--- src/rtl/bcd_acumulador_pkg.sv ---
// Purpose : shared types and constants for the BCD accumulator slice.
// Latency : n/a (package only).
// Backpres: n/a.
package bcd_pkg;

    // Operation code as driven on the 2-bit op input.
    typedef enum logic [1:0] {
        OP_ADD   = 2'b00,
        OP_SUB   = 2'b01,
        OP_LOAD  = 2'b10,
        OP_CLEAR = 2'b11
    } op_e;

    typedef enum logic [1:0] {
        IDLE = 2'b00,
        CONV = 2'b01,
        EXEC = 2'b10
    } estado_e;

    // Largest legal value of a single BCD nibble.
    localparam logic [3:0] BCD_MAX_DIGITO = 4'd9;

    function automatic int max_int(input int a, input int b);
        return (a > b) ? a : b;
    endfunction

endpackage

--- src/rtl/bcd_acumulador_bcd_a_bin.sv ---
// Purpose : sequential packed-BCD to binary converter, one digit per cycle, MSD first.
// Latency : NDIG cycles after the start edge; done_o is high during the last digit cycle.
// Backpres: none; start_i must only be pulsed while the converter is idle.
// Ports   : clk_i, rst_ni (async, active-low), start_i + digitos_i (operand capture),
//           done_o (last digit being folded in), invalido_o (some nibble > 9),
//           valor_o (binary result, stable once done_o has been seen).
module bcd_a_bin
    import bcd_pkg::*;
#(
    parameter int NDIG = 3
) (
    input  logic              clk_i,
    input  logic              rst_ni,
    input  logic              start_i,
    input  logic [4*NDIG-1:0] digitos_i,
    output logic              done_o,
    output logic              invalido_o,
    output logic [4*NDIG-1:0] valor_o
);

    localparam int CW   = 4 * NDIG;
    localparam int CNTW = $clog2(NDIG + 1);
    localparam logic [CNTW-1:0] ULTIMO = CNTW'(NDIG - 1);

    logic [CW-1:0]   sr_q;     // remaining digits, next one in the top nibble
    logic [CW-1:0]   conv_q;
    logic [CNTW-1:0] cnt_q;
    logic            busy_q;
    logic            inv_q;

    logic [3:0]      digito;
    logic [CW-1:0]   conv_d;

    assign digito = sr_q[CW-1 -: 4];

    // Even with invalid nibbles the result fits in CW bits (15 * 11..1 < 2^CW),
    // so the CW-bit multiply never loses information.
    assign conv_d = conv_q * CW'(10) + CW'(digito);

    always_ff @(posedge clk_i or negedge rst_ni) begin
        if (!rst_ni) begin
            sr_q   <= '0;
            conv_q <= '0;
            cnt_q  <= '0;
            busy_q <= 1'b0;
            inv_q  <= 1'b0;
        end else if (start_i) begin
            sr_q   <= digitos_i;
            conv_q <= '0;
            cnt_q  <= '0;
            busy_q <= 1'b1;
            inv_q  <= 1'b0;
        end else if (busy_q) begin
            conv_q <= conv_d;
            inv_q  <= inv_q | (digito > BCD_MAX_DIGITO);
            sr_q   <= sr_q << 4;
            cnt_q  <= cnt_q + CNTW'(1);
            if (cnt_q == ULTIMO) begin
                busy_q <= 1'b0;
            end
        end
    end

    assign done_o     = busy_q && (cnt_q == ULTIMO);
    assign invalido_o = inv_q;
    assign valor_o    = conv_q;

endmodule

--- src/rtl/bcd_acumulador.sv ---
// Purpose : BCD operand entry into a saturating binary running total (add/sub/load/clear).
// Latency : NDIG+1 cycles for numeric ops, 1 cycle for CLEAR; listo pulses on completion.
// Backpres: cargar is only accepted while ocupado=0; requests while busy are dropped.
// Ports   : clk, n_reset (async, active-low), digitos/op/cargar (request),
//           ocupado/listo (status), numero_guardado (total), desborde/digito_invalido (sticky).
module bcd_acumulador
    import bcd_pkg::*;
#(
    parameter int NDIG = 3,
    parameter int RW   = 12
) (
    input  logic              clk,
    input  logic              n_reset,
    input  logic [4*NDIG-1:0] digitos,
    input  logic [1:0]        op,
    input  logic              cargar,
    output logic              ocupado,
    output logic              listo,
    output logic [RW-1:0]     numero_guardado,
    output logic              desborde,
    output logic              digito_invalido
);

    localparam int CW = 4 * NDIG;
    // One guard bit above the wider of total/operand so sums never wrap.
    localparam int AW = max_int(RW, CW) + 1;
    localparam logic [AW-1:0] TOT_MAX = (AW'(1) << RW) - AW'(1);

    estado_e       estado_q;
    op_e           op_q;
    logic [RW-1:0] total_q;
    logic          desborde_q;
    logic          invalido_q;
    logic          listo_q;
    logic          ocupado_q;

    logic          arranque;
    logic          conv_done;
    logic          conv_inv;
    logic [CW-1:0] conv_val;

    logic [RW-1:0] total_d;
    logic          desborde_d;
    logic          invalido_d;
    logic [AW-1:0] tot_ext;
    logic [AW-1:0] conv_ext;

    assign arranque = (estado_q == IDLE) && cargar && (op_e'(op) != OP_CLEAR);

    bcd_a_bin #(
        .NDIG (NDIG)
    ) u_conv (
        .clk_i      (clk),
        .rst_ni     (n_reset),
        .start_i    (arranque),
        .digitos_i  (digitos),
        .done_o     (conv_done),
        .invalido_o (conv_inv),
        .valor_o    (conv_val)
    );

    assign tot_ext  = AW'(total_q);
    assign conv_ext = AW'(conv_val);

    // Result of the pending operation, committed on the EXEC edge.
    always_comb begin
        total_d    = total_q;
        desborde_d = desborde_q;
        invalido_d = invalido_q;
        if (op_q == OP_CLEAR) begin
            total_d    = '0;
            desborde_d = 1'b0;
            invalido_d = 1'b0;
        end else if (conv_inv) begin
            invalido_d = 1'b1;
        end else begin
            case (op_q)
                OP_ADD: begin
                    if ((tot_ext + conv_ext) > TOT_MAX) begin
                        total_d    = '1;
                        desborde_d = 1'b1;
                    end else begin
                        total_d = total_q + RW'(conv_val);
                    end
                end
                OP_SUB: begin
                    if (conv_ext > tot_ext) begin
                        total_d    = '0;
                        desborde_d = 1'b1;
                    end else begin
                        total_d = total_q - RW'(conv_val);
                    end
                end
                OP_LOAD: begin
                    if (conv_ext > TOT_MAX) begin
                        total_d    = '1;
                        desborde_d = 1'b1;
                    end else begin
                        total_d = RW'(conv_val);
                    end
                end
                default: begin
                    total_d = total_q;
                end
            endcase
        end
    end

    always_ff @(posedge clk or negedge n_reset) begin
        if (!n_reset) begin
            estado_q   <= IDLE;
            op_q       <= OP_ADD;
            total_q    <= '0;
            desborde_q <= 1'b0;
            invalido_q <= 1'b0;
            listo_q    <= 1'b0;
            ocupado_q  <= 1'b0;
        end else begin
            listo_q <= 1'b0;
            case (estado_q)
                IDLE: begin
                    if (cargar) begin
                        op_q      <= op_e'(op);
                        ocupado_q <= 1'b1;
                        estado_q  <= (op_e'(op) == OP_CLEAR) ? EXEC : CONV;
                    end
                end
                CONV: begin
                    if (conv_done) begin
                        estado_q <= EXEC;
                    end
                end
                EXEC: begin
                    total_q    <= total_d;
                    desborde_q <= desborde_d;
                    invalido_q <= invalido_d;
                    listo_q    <= 1'b1;
                    ocupado_q  <= 1'b0;
                    estado_q   <= IDLE;
                end
                default: begin
                    estado_q <= IDLE;
                end
            endcase
        end
    end

    assign ocupado         = ocupado_q;
    assign listo           = listo_q;
    assign numero_guardado = total_q;
    assign desborde        = desborde_q;
    assign digito_invalido = invalido_q;

endmodule

--- config.mk ---
export PLATFORM = sky130hd
export DESIGN_NAME = bcd_acumulador
export DESIGN_NICKNAME = d
export VERILOG_FILES = /design/src/rtl/bcd_acumulador_pkg.sv /design/src/rtl/bcd_acumulador_bcd_a_bin.sv /design/src/rtl/bcd_acumulador.sv
export SDC_FILE = /design/constraint.sdc
export NUM_CORES = 1
export LEC_CHECK = 0
export ABC_AREA = 1
export BUFFER_PORTS_ARGS = -buffer_cell sky130_fd_sc_hd__buf_2
export CORE_MARGIN = 1.5
export CORE_UTILIZATION = 40
export DETAILED_ROUTE_END_ITERATION = 10
export PLACE_DENSITY = 0.69
export SLEW_MARGIN = 20
export SYNTH_ARGS = -nofsm -noshare
export SYNTH_HDL_FRONTEND = slang
export SYNTH_SLANG_ARGS = --single-unit
--- constraint.sdc ---
create_clock -name clk -period 2.17 [get_ports clk]
set_input_delay 0.434 -clock clk [delete_from_list [all_inputs] [get_ports clk]]
set_output_delay 0.434 -clock clk [all_outputs]
set_load 0.01 [all_outputs]
Word-level counts from Yosys, hierarchy flattened
Cells that the tools add are included.
{"block": "word_totals", "output_inout_bits": 16, "latch_bits": 0, "rom_bits": 0, "elab_cells": 84, "n_memories": 0, "ram_bits": 0, "register_bits": 48}
{"block": "op_classes", "muxes": 32, "n_div": 0, "addsub": 5, "mul": 1, "bitwise_logic": 1, "order_cmp": 4, "eq_ne": 14, "reduce_logical": 15, "shift": 0}
{"op": "$mux W12", "n": 9}
{"op": "$pmux W12 S3", "n": 1}
{"op": "$mux W1", "n": 14}
{"op": "$add A12 B12 Y13", "n": 1}
{"op": "$gt A13 B12 Y1 const B", "n": 1}
{"op": "$add A12 B12 Y12", "n": 1}
{"op": "$add A12 B4 Y12", "n": 1}
{"op": "$gt A12 B12 Y1", "n": 1}
{"op": "$gt A12 B12 Y1 const B", "n": 1}
{"op": "$mul A12 B3 Y11 const B", "n": 1}
{"op": "$sub A12 B12 Y12", "n": 1}
{"op": "$eq A2 B2 Y1 const B", "n": 5}
{"op": "$mux W2", "n": 5}
{"op": "$ne A3 B3 Y1 const B", "n": 3}
{"op": "$ne A2 B2 Y1 const B", "n": 4}
{"op": "$reduce_and A2 Y1", "n": 4}
{"op": "$reduce_and A6 Y1", "n": 1}
{"op": "$reduce_bool A2 Y1", "n": 3}
{"op": "$eq A2 B1 Y1 const B", "n": 2}
{"op": "$gt A4 B4 Y1 const B", "n": 1}
{"op": "$logic_not A2 Y1", "n": 2}
{"op": "$pmux W2 S2", "n": 1}
{"op": "$reduce_bool A4 Y1", "n": 1}
{"op": "$logic_and A1 B1 Y1", "n": 3}
{"op": "5 further kinds", "n": 5}

Logic depth before layout (Yosys ltp)
{"block": "logic_depth", "depth_word": 6, "mapped_depth": 15, "depth_no_buf": 14}

Hierarchy
A second synthesis with hierarchy kept.
{"block": "hier_totals", "cells_unflattened": 663, "hier_area_um2": 4541.9}
{"mod": "bcd_acumulador", "cells_per_inst": 438, "area_per_inst_um2": 2710.1, "n_inst": 1}
{"mod": "bcd_a_bin", "cells_per_inst": 225, "area_per_inst_um2": 1831.8, "n_inst": 1}

Worst setup path after synthesis
OpenSTA, ideal clock, no wires.
{"block": "synth_timing", "path_type": "flip-flop to flip-flop", "from": "register u_conv.conv_q[1], in the netlist u_conv.valor_o[1]", "to": "register u_conv.conv_q[10], in the netlist u_conv.valor_o[10]", "t_required_ns": 2.105, "arrival_ns": 2.238, "synth_period_minus_slack_ns": 2.303, "setup_ns": 0.065, "stages_incl_launch_ff": 14, "slack_ns": -0.133, "path_cell_list": "dfrtp_1 ha_1 ha_1 fa_1 nand2_1 nor2_1 nand2_1 nand2_1 nand2_1 nor2_1 nand2_1 o21bai_1 nand3_1 nand2_1"}
{"block": "synth_via", "elab_chain_len": 4}
{"element": "start: declaration", "line_no": "bcd_acumulador_bcd_a_bin.sv:26", "text": "logic [CW-1:0] conv_q;"}
{"element": "start signal: assignment", "line_no": "bcd_acumulador_bcd_a_bin.sv:54", "text": "conv_q <= conv_d;"}
{"element": "$mul A12 B3 Y11", "line_no": "bcd_acumulador_bcd_a_bin.sv:38", "text": "assign conv_d = conv_q * CW'(10) + CW'(digito);"}
{"element": "$add A12 B4 Y12", "line_no": "bcd_acumulador_bcd_a_bin.sv:38"}
{"element": "$mux W12", "line_no": "bcd_acumulador_bcd_a_bin.sv:53", "text": "end else if (busy_q) begin"}
{"element": "$mux W12", "line_no": "bcd_acumulador_bcd_a_bin.sv:47", "text": "end else if (start_i) begin"}
No other way between the ends. The select of a mux whose other input is x is not followed.
A chain may end at the register's enable or synchronous reset.

Worst setup path after layout
{"block": "layout_timing", "from": "register u_conv.conv_q[3], in the netlist u_conv.valor_o[3]", "to": "register u_conv.conv_q[10], in the netlist u_conv.valor_o[10]"}
The elaborated chain is that of the path after synthesis.

==> impl_results.md <==
- Status: complete, but fails checks
- Violated checks: setup timing
- # diodes: 0
- Commonest non-fill, non-tap cell in the layout: nand2_1
- Synth unique cells: 36
- Drt drc: 0
- Post-synth EDFFs: 0
- TNS Setup: -0.551 ns
- Cts bufs inserted: 5
- Ys flop type: dfrtp_1
- Routed wire length: 12600 um
- Initial antenna violation count: 0
- Hold Slack: 0.218 ns
- Kind of critical path: flip-flop to flip-flop
- WP data required: 2.42 ns
- Vias/cell: 5.16
- Die width: 107 um
- Power per cell area: 1710 nW/um^2
- Initial Util: 41.6%
- Critical path startpoint category: flip-flop
- Post-synthesis async set-or-reset flop share: 100%
- Vias in the first global route: 4534
- Final setup vio count: 4
- # nets final: 785
- Clock-pin slew on the worst setup and hold paths: 0.09 ns
- Clock latency on the worst-skew pair: 0.31 ns
- DRT Pass-1 Iters: 5
- Cell Count Post-Placement: 842
- Synth top area share: 27.6%
- Via count: 4408
- Global-route wire length before repair: 21100 um
- Commonest non-fill, non-tap cells in the layout: nand2_1 (191), inv_1 (91), buf_4 (55), nand3_1 (48), dfrtp_1 (45)
- CP Max Fanout: 3
- Die area: 11500 um^2
- Grt ovf: 0
- Sequential fraction of the synthesis area: 27.6%
- Layout cells sized above 1: 22.0%
- FF-to-FF path depth: 13
- CTS Sinks: 48
- Crit path capture type: flip-flop
- Netlist Area Pre-Place: 4350 um^2
- Root buf cell: clkbuf_8
- Synth area leaders: dfrtp_1 (28%), nand2_1 (17%), ha_1 (14%), inv_1 (8.1%), nand3_1 (6.0%)
- Detailed placement HPWL: 9860 um
- Minimum clock period: 2.38 ns
- GR Util All Layers: 23.1%
- Worst Skew: 0.00805 ns
- Max clock buf depth: 2
- Drt wl/cell: 14.8 um
- Fin. Hold Viols: 0
- Number of max-cap violations: 0
- Layout area overhead: 22.8%
- Synth Area per Inst: 6.85 um^2
- Pleak: 2.90 nW
- Port Buffers: 32
- H-tree depth: 2
- Worst Path Arrival: 2.63 ns
- Max-slew violations: 0
- Largest area contributor in the netlist: dfrtp_1
- Slew Limit Headroom: 58.0%
- Core area: 10500 um^2
- ANT nets after route: 0
- Yosys Warn Count: 0
- Syn nets: 704
- CTS tree: done
- Max VDD drop: 0.602 mV
- Fmax: 420 MHz
- Non-Filler Instances: 854
- Syn Inst Count: 636
- Total Power: 9.12 mW
- Unrepaired setup endpoints after global routing: yes
- Io pins: 33
- Worst Tran Pin Value: 0.630 ns
- Worst hold path type: primary input to async pin
- GPL Wtd Cong: 0.933
- Die Height: 107 um
- Rows: 37
- DRT iter0 DRCs: 262
- Largest net degree at the start of global routing: 49
- #FFs+latches synth: 48
- Setup ws final: -0.209 ns
- Final period utilization: 110%
- Fin util: 51.1%
[layer usage]
layer / global-route usage, % / share of wire, %
met4: 7.99 / 2.0
met1: 29.2 / 45
met5: 0 / 0
met3: 1.94 / 3.4
met2: 41.2 / 50
[synth_stat cells (all sizes together), types with 6 or more instances]
| cell type | n |
|---|---|
| nand3 | 56 |
| dfrtp | 48 |
| inv | 96 |
| nand2 | 200 |
| xor2 | 12 |
| nand4 | 14 |
| ha | 47 |
| o21ai | 28 |
| o21bai | 6 |
| nor2 | 47 |
| a21oi | 34 |
| buf | 12 |
| o22ai | 8 |
[metrics by stage]
step                      area, um^2  worst slack (ns)
after global routing            5350            -0.330
after global placement          5020            -0.149
after CTS                       5170            -0.179
final                           5350            -0.209
after floorplan                 4360           -0.0919
after detailed placement        5020            -0.201
[final timing paths]
path | start | to | slack (ns)
max in group asynchronous | n_reset | u_conv.valor_o[6] | 1.50
min in group clk | digitos[2] | u_conv.sr_q[2] | 0.33
max reg2reg | u_conv.valor_o[3] | u_conv.valor_o[10] | -0.21
min | n_reset | u_conv.sr_q[5] | 0.22
max | u_conv.valor_o[3] | u_conv.valor_o[10] | -0.21
min reg2reg | u_conv.cnt_q[0] | u_conv.cnt_q[0] | 0.50
[critical path: stages, from the launching register on]
cell	delay, ns
dfrtp_1	0.41
ha_1	0.30
ha_2	0.20
fa_2	0.55
nand2_1	0.06
nor2_1	0.08
nand2_1	0.05
nand2_1	0.09
nand2_2	0.08
nor2_4	0.11
nand2_2	0.06
o21bai_1	0.18
nand3_1	0.09
nand2_1	0.07
[cell type report]
type                    instances  area, um^2
fillers                      1060        5120
flip-flops and latches         48        1200
inverters                      97         369
well taps                     136         170
clock buffers                   6        82.6
clock inverters                 2        13.8
repair buffers                 90         616
multi-input cells             475        2890
[kinds of logic after synthesis]
logic type      after synthesis  share of synthesized area, %
compound gates               87                          11.6
xor+xnor                     15                          3.19
fa+ha+maj                    51                          15.3
buf+inv                     113                          10.4
flops                        48                          27.6
simple gates                322                          31.8
[sequential cells by signal (all words and copies together), names as in the netlist]
signal / cells
u_conv.busy_q: 1
u_conv.cnt_q: 2
listo: 1
desborde: 1
u_conv.sr_q: 12
u_conv.valor_o: 12
op_q: 2
u_conv.invalido_o: 1
estado_q: 2
digito_invalido: 1
ocupado: 1
numero_guardado: 12
[power by group]
| part | switching (mW) | internal (mW) | total [mW] | leakage, nW |
|---|---|---|---|---|
| registers | 0.314 | 1.27 | 1.58 | 0.606 |
| clock network | 0.344 | 0.262 | 0.606 | 0.0516 |
| logic | 4.14 | 2.79 | 6.93 | 2.24 |
[repair_timing]
item,4_1_cts,5_1_grt
pin swaps,4,13
hold buffers,0,0
cloned,0,0
resized for setup,11,39
setup buffers,3,3
setup endpoints to repair,5,19
Power figures use the tool's default switching activity.
